<file path="config.mk">
export PLATFORM = sky130hd
export DESIGN_NAME = ram_arb_2rq_flat
export DESIGN_NICKNAME = d
export VERILOG_FILES = /design/src/rtl/ram_arb_2rq_if.sv /design/src/rtl/ram_arb_2rq.sv /design/src/flat_wrapper.sv
export SDC_FILE = /design/constraint.sdc
export NUM_CORES = 1
export LEC_CHECK = 0
export CELL_PAD_IN_SITES_DETAIL_PLACEMENT = 1
export CELL_PAD_IN_SITES_GLOBAL_PLACEMENT = 1
export CORE_MARGIN = 3
export CORE_UTILIZATION = 12
export CTS_BUF_LIST = sky130_fd_sc_hd__clkbuf_8
export CTS_CLUSTER_DIAMETER = 60
export DETAILED_ROUTE_END_ITERATION = 6
export GPL_TIMING_DRIVEN = 0
export PLACE_DENSITY = 0.78
export SYNTH_ARGS = -nofsm -noshare
export SYNTH_HDL_FRONTEND = slang
export SYNTH_SLANG_ARGS = --single-unit
</file>
<file path="constraint.sdc">
create_clock -name clk -period 1.2 [get_ports clk]
set_input_delay 0.24 -clock clk [delete_from_list [all_inputs] [get_ports clk]]
set_output_delay 0.24 -clock clk [all_outputs]
set_load 0.05 [all_outputs]
</file>
<file path="src/rtl/ram_arb_2rq_if.sv">
// Requester A/B command and response channels plus the single-port RAM port.
// The arbiter connects as slave; clients and the RAM model connect as master.
interface ram_arb_2rq_if #(
   parameter int unsigned DATA_W = 16,
   parameter int unsigned ADDR_W = 4
);
   logic              a_valid;
   logic              a_ready;
   logic              a_we;
   logic [ADDR_W-1:0] a_addr;
   logic [DATA_W-1:0] a_w_data;
   logic              a_rsp_valid;
   logic [DATA_W-1:0] a_rsp_data;

   logic              b_valid;
   logic              b_ready;
   logic              b_we;
   logic [ADDR_W-1:0] b_addr;
   logic [DATA_W-1:0] b_w_data;
   logic              b_rsp_valid;
   logic [DATA_W-1:0] b_rsp_data;

   logic              ram_we;
   logic [ADDR_W-1:0] ram_addr;
   logic [DATA_W-1:0] ram_w_data;
   logic [DATA_W-1:0] ram_r_data;

   modport slave (
      input  a_valid, a_we, a_addr, a_w_data,
      output a_ready, a_rsp_valid, a_rsp_data,
      input  b_valid, b_we, b_addr, b_w_data,
      output b_ready, b_rsp_valid, b_rsp_data,
      output ram_we, ram_addr, ram_w_data,
      input  ram_r_data
   );

   modport master (
      output a_valid, a_we, a_addr, a_w_data,
      input  a_ready, a_rsp_valid, a_rsp_data,
      output b_valid, b_we, b_addr, b_w_data,
      input  b_ready, b_rsp_valid, b_rsp_data,
      input  ram_we, ram_addr, ram_w_data,
      output ram_r_data
   );
endinterface

</file>
<file path="src/rtl/ram_arb_2rq.sv">
// Two-requester round-robin arbiter sequencing one single-port, synchronous-read RAM.
// Grants are combinational; read data is routed back to its requester one cycle later.
module ram_arb_2rq #(
   parameter int unsigned DATA_W = 16,
   parameter int unsigned DEPTH  = 16,
   parameter int unsigned ADDR_W = $clog2(DEPTH)
) (
   input  logic         clk,
   input  logic         rst,
   ram_arb_2rq_if.slave bus
);
   logic              r_prio;
   logic [1:0]        r_rsp;
   logic              w_gnt_a;
   logic              w_gnt_b;
   logic              w_ram_we;
   logic [ADDR_W-1:0] w_ram_addr;
   logic [DATA_W-1:0] w_ram_w_data;

   // Preference only matters under contention; reset suppresses every grant.
   always_comb begin
      w_gnt_a = 1'b0;
      w_gnt_b = 1'b0;
      if (!rst) begin
         if (bus.a_valid && (!bus.b_valid || !r_prio)) begin
            w_gnt_a = 1'b1;
         end else if (bus.b_valid) begin
            w_gnt_b = 1'b1;
         end
      end
   end

   // RAM port follows the granted requester and idles at zero otherwise.
   always_comb begin
      w_ram_we     = 1'b0;
      w_ram_addr   = ADDR_W'(0);
      w_ram_w_data = DATA_W'(0);
      if (w_gnt_a) begin
         w_ram_we     = bus.a_we;
         w_ram_addr   = bus.a_addr;
         w_ram_w_data = bus.a_w_data;
      end else if (w_gnt_b) begin
         w_ram_we     = bus.b_we;
         w_ram_addr   = bus.b_addr;
         w_ram_w_data = bus.b_w_data;
      end
   end

   // Priority flips away from the last winner; response bits mark accepted reads.
   always_ff @(posedge clk) begin
      if (rst) begin
         r_prio <= 1'b0;
         r_rsp  <= 2'b00;
      end else begin
         if (w_gnt_a) begin
            r_prio <= 1'b1;
         end else if (w_gnt_b) begin
            r_prio <= 1'b0;
         end
         r_rsp <= {w_gnt_b & ~bus.b_we, w_gnt_a & ~bus.a_we};
      end
   end

   assign bus.a_ready     = w_gnt_a;
   assign bus.b_ready     = w_gnt_b;
   assign bus.ram_we      = w_ram_we;
   assign bus.ram_addr    = w_ram_addr;
   assign bus.ram_w_data  = w_ram_w_data;
   assign bus.a_rsp_valid = r_rsp[0];
   assign bus.b_rsp_valid = r_rsp[1];
   assign bus.a_rsp_data  = r_rsp[0] ? bus.ram_r_data : DATA_W'(0);
   assign bus.b_rsp_data  = r_rsp[1] ? bus.ram_r_data : DATA_W'(0);

   a_one_grant: assert property (@(posedge clk) disable iff (rst) !(bus.a_ready && bus.b_ready));
endmodule

</file>
<file path="src/flat_wrapper.sv">
// flat-port wrapper written by rule: the top's interface ports become plain ports
module ram_arb_2rq_flat 
#(
   parameter int unsigned DATA_W = 16,
   parameter int unsigned DEPTH  = 16,
   parameter int unsigned ADDR_W = $clog2(DEPTH)
)
  (clk, rst, bus_a_valid, bus_a_we, bus_a_addr, bus_a_w_data, bus_a_ready, bus_a_rsp_valid, bus_a_rsp_data, bus_b_valid, bus_b_we, bus_b_addr, bus_b_w_data, bus_b_ready, bus_b_rsp_valid, bus_b_rsp_data, bus_ram_we, bus_ram_addr, bus_ram_w_data, bus_ram_r_data);
  ram_arb_2rq_if #(.DATA_W(DATA_W), .ADDR_W(ADDR_W)) bus_i ();
  input  logic clk;
  input  logic rst;
  input wire logic [$bits(bus_i.a_valid)-1:0] bus_a_valid;
  input wire logic [$bits(bus_i.a_we)-1:0] bus_a_we;
  input wire logic [$bits(bus_i.a_addr)-1:0] bus_a_addr;
  input wire logic [$bits(bus_i.a_w_data)-1:0] bus_a_w_data;
  output wire logic [$bits(bus_i.a_ready)-1:0] bus_a_ready;
  output wire logic [$bits(bus_i.a_rsp_valid)-1:0] bus_a_rsp_valid;
  output wire logic [$bits(bus_i.a_rsp_data)-1:0] bus_a_rsp_data;
  input wire logic [$bits(bus_i.b_valid)-1:0] bus_b_valid;
  input wire logic [$bits(bus_i.b_we)-1:0] bus_b_we;
  input wire logic [$bits(bus_i.b_addr)-1:0] bus_b_addr;
  input wire logic [$bits(bus_i.b_w_data)-1:0] bus_b_w_data;
  output wire logic [$bits(bus_i.b_ready)-1:0] bus_b_ready;
  output wire logic [$bits(bus_i.b_rsp_valid)-1:0] bus_b_rsp_valid;
  output wire logic [$bits(bus_i.b_rsp_data)-1:0] bus_b_rsp_data;
  output wire logic [$bits(bus_i.ram_we)-1:0] bus_ram_we;
  output wire logic [$bits(bus_i.ram_addr)-1:0] bus_ram_addr;
  output wire logic [$bits(bus_i.ram_w_data)-1:0] bus_ram_w_data;
  input wire logic [$bits(bus_i.ram_r_data)-1:0] bus_ram_r_data;
  assign bus_i.a_valid = bus_a_valid;
  assign bus_i.a_we = bus_a_we;
  assign bus_i.a_addr = bus_a_addr;
  assign bus_i.a_w_data = bus_a_w_data;
  assign bus_a_ready = bus_i.a_ready;
  assign bus_a_rsp_valid = bus_i.a_rsp_valid;
  assign bus_a_rsp_data = bus_i.a_rsp_data;
  assign bus_i.b_valid = bus_b_valid;
  assign bus_i.b_we = bus_b_we;
  assign bus_i.b_addr = bus_b_addr;
  assign bus_i.b_w_data = bus_b_w_data;
  assign bus_b_ready = bus_i.b_ready;
  assign bus_b_rsp_valid = bus_i.b_rsp_valid;
  assign bus_b_rsp_data = bus_i.b_rsp_data;
  assign bus_ram_we = bus_i.ram_we;
  assign bus_ram_addr = bus_i.ram_addr;
  assign bus_ram_w_data = bus_i.ram_w_data;
  assign bus_i.ram_r_data = bus_ram_r_data;
  ram_arb_2rq #(.DATA_W(DATA_W), .DEPTH(DEPTH), .ADDR_W(ADDR_W)) u_core (.clk(clk), .rst(rst), .bus(bus_i));
endmodule
</file>
==> results.md <==
- CP Cell Sequence: nand2b_4 > buf_12 > a32oi_2 > nor2_4 > buf_6
- Initial antenna violation count: 0
- Grt met2 use: 0.310
- Setup violations, final: 51
- Crit-path max FO: 10
- Drt total wl: 5730 µm
- Synthesis-to-layout area growth: 320%
- Power Density: 553 nW/µm²
- Seq cells post-synth: 3
- Hpwl dp: 3700 µm
- CTS Hold Bufs: 0
- Die Wd: 83.0 µm
- CTS tree: done
- Drt pass-1 iters: 4
- CP Class: reg -> out
- Min-Delay Path Class: in -> reg
- Avg Inst Size Synth: 7.11 µm²
- Slew headroom: 0.788
- Total Routing Usage GR: 0.152
- Longest Clk Path Bufs: 2
- Tmin final: 1640 ps
- Met1 usage: 0.163
- Rows: 27
- Final Max Tran Viols: 0
- Final Hold Fails: 0
- # H-tree levels: 1
- Net Count, Synth: 162
- Core area: 5610 µm²
- Mapped Cells: 100
- Placed Area: 2200 µm²
- Final Worst Setup Slack: -442 ps
- Yosys cell types: 15
- Initial Util: 0.127
- I/O Pins: 119
- Buffers on Ports: 116
- Antenna diode count: 0
- Met3 Use GR: 0.0198
- Slowest library cell on the worst path: dfxtp_2
- Clock-pin transition on the worst setup and hold timing paths: 30 ps
- Die area: 6880 µm²
- RSZ-0062 raised after global routing: yes
- Clk_lat worst skew: 220 ps
- Layout cells sized above 1: 0.712
- Vias in the first global route: 1481
- Vias per cell: 4.29
- Peak supply drop: 0.000484 V
- Design area: 2990 µm²
- Synth Cell Area: 711 µm²
- DRC: 0
- Worst-case clock skew: 2.31 ps
- Status: finished, violations left
- CP required: 960 ps
- Synth warnings: 0
- Worst EP arrival: 1400 ps
- Die H: 83.0 µm
- Vias: 1308
- Area leader, netlist: and2_1
- ANT nets after route: 0
- Drt wl/cell: 18.8 µm
- Starting DRT DRC Count: 9
- First-pass GRT wire length: 8320 µm
- CP bufs+invs: 2
- Setup_tns: -11320 ps
- Clk root buf: clkbuf_8
- Largest cells by area after synthesis: and2_1, a32oi_1, nor2_1
- Cell family with most CP delay: flip-flops
- Maxcap violations: 0
- Crit. End Element: primary output
- Total CTS buffers: 3
- GPL Wtd Cong: 0.687
- Final nets: 296
- GRT Residual Overflow: 0
- Leakage: 1.20 nW
- Largest net degree at the start of global routing: 11
- GR peak layer: met2
- Startpoint Class: flip-flop
- Slew @ Worst Pin: 318 ps
- Register area share after synthesis: 0.0845
- Share of the synthesized area in the top cell type: 0.282
- Failing checks: negative setup slack
- Sink Count: 3
- Final period util: 1.37
- Fmax: 609 MHz
- Delay of the slowest critical-path stage: 340 ps
[cells in the mapped netlist]
cell type  instances
nor3_1             1
dfxtp_1            3
or2b_1             1
nor2_1            23
a21boi_4           1
nand2_1            3
clkbuf_1           3
a32oi_1           21
clkbuf_8           1
buf_6              7
a21oi_1            1
and2_1            32
nor3_2             1
buf_2              1
nand2b_4           1
[state kept, by name, summed over array words and instances, names as in the netlist]
signal,cells
u_core.r_rsp,2
u_core.r_prio,1
[final timing paths]
| path | start | to | slack, ps | depth (start not counted) |
|---|---|---|---|---|
| max | u_core.r_prio | bus_ram_w_data[5] | -440 | 5 |
| max reg2reg | u_core.r_prio | u_core.r_rsp[1] | 190 | 4 |
| min reg2reg | u_core.r_prio | u_core.r_prio | 630 | 2 |
| min | rst | u_core.r_rsp[1] | 270 | 2 |
[cells in the final DEF, fill, tap and decap left out, types with 2 or more instances in the layout]
master / n
nand2_1: 2
buf_4: 8
buf_6: 28
a32oi_2: 8
and2_1: 3
clkbuf_8: 4
dfxtp_4: 2
dlymetal6s2s_1: 6
a32oi_4: 13
buf_8: 36
and2_4: 29
clkbuf_16: 3
dlygate4sd2_1: 10
nor2_4: 23
clkdlybuf4s50_1: 42
buf_12: 4
[power by group]
group / internal (mW) / leakage, nW / switching [mW]
registers: 0.104 / 0.0264 / 0.00941
logic: 0.597 / 1.14 / 0.643
clock network: 0.219 / 0.0269 / 0.0793
total: 0.919 / 1.20 / 0.732
[per-layer routing]
layer	share of wire	vias up
met4	0.011	0
li1	-	625
met3	0.033	8
met5	0	-
met2	0.62	49
met1	0.34	626
[final cells by class]
| class | count | area, µm² |
|---|---|---|
| Fill cell | 586 | 2620 |
| Clock buffer | 3 | 41.3 |
| Buffer | 12 | 178 |
| Tap cell | 72 | 90.1 |
| Sequential cell | 3 | 68.8 |
| Multi-Input combinational cell | 85 | 1100 |
| Timing Repair Buffer | 129 | 1510 |
| Clock inverter | 1 | 3.75 |
[per-stage QoR]
step,setup slack [ps],util,power [mW],hold WS (ps),cells
after global placement,-1280,0.393,1.04,493,288
after floorplan,-99.1,-,0.661,302,100
after CTS,-429,0.480,1.52,269,296
after detailed placement,-1300,0.393,1.05,495,288
after global routing,-501,0.533,1.72,278,305
final,-442,0.533,1.65,272,305
[what timing repair did]
| action | in CTS | in global routing |
|---|---|---|
| setup endpoints to repair | 57 | 48 |
| pin swaps | 19 | 5 |
| gates resized for setup | 470 | 45 |
| cloned | 1 | 2 |
| buffers inserted | 3 | 7 |
[kinds of logic after synthesis]
kind of cell | count (synthesis) | share of synthesized area
AND/OR/NAND/NOR | 62 | 0.470
AO/OA/AOI/OAI | 23 | 0.292
buffers and inverters | 12 | 0.153
flip-flops | 3 | 0.0845
No activity file was read; power rests on OpenSTA's default activity.
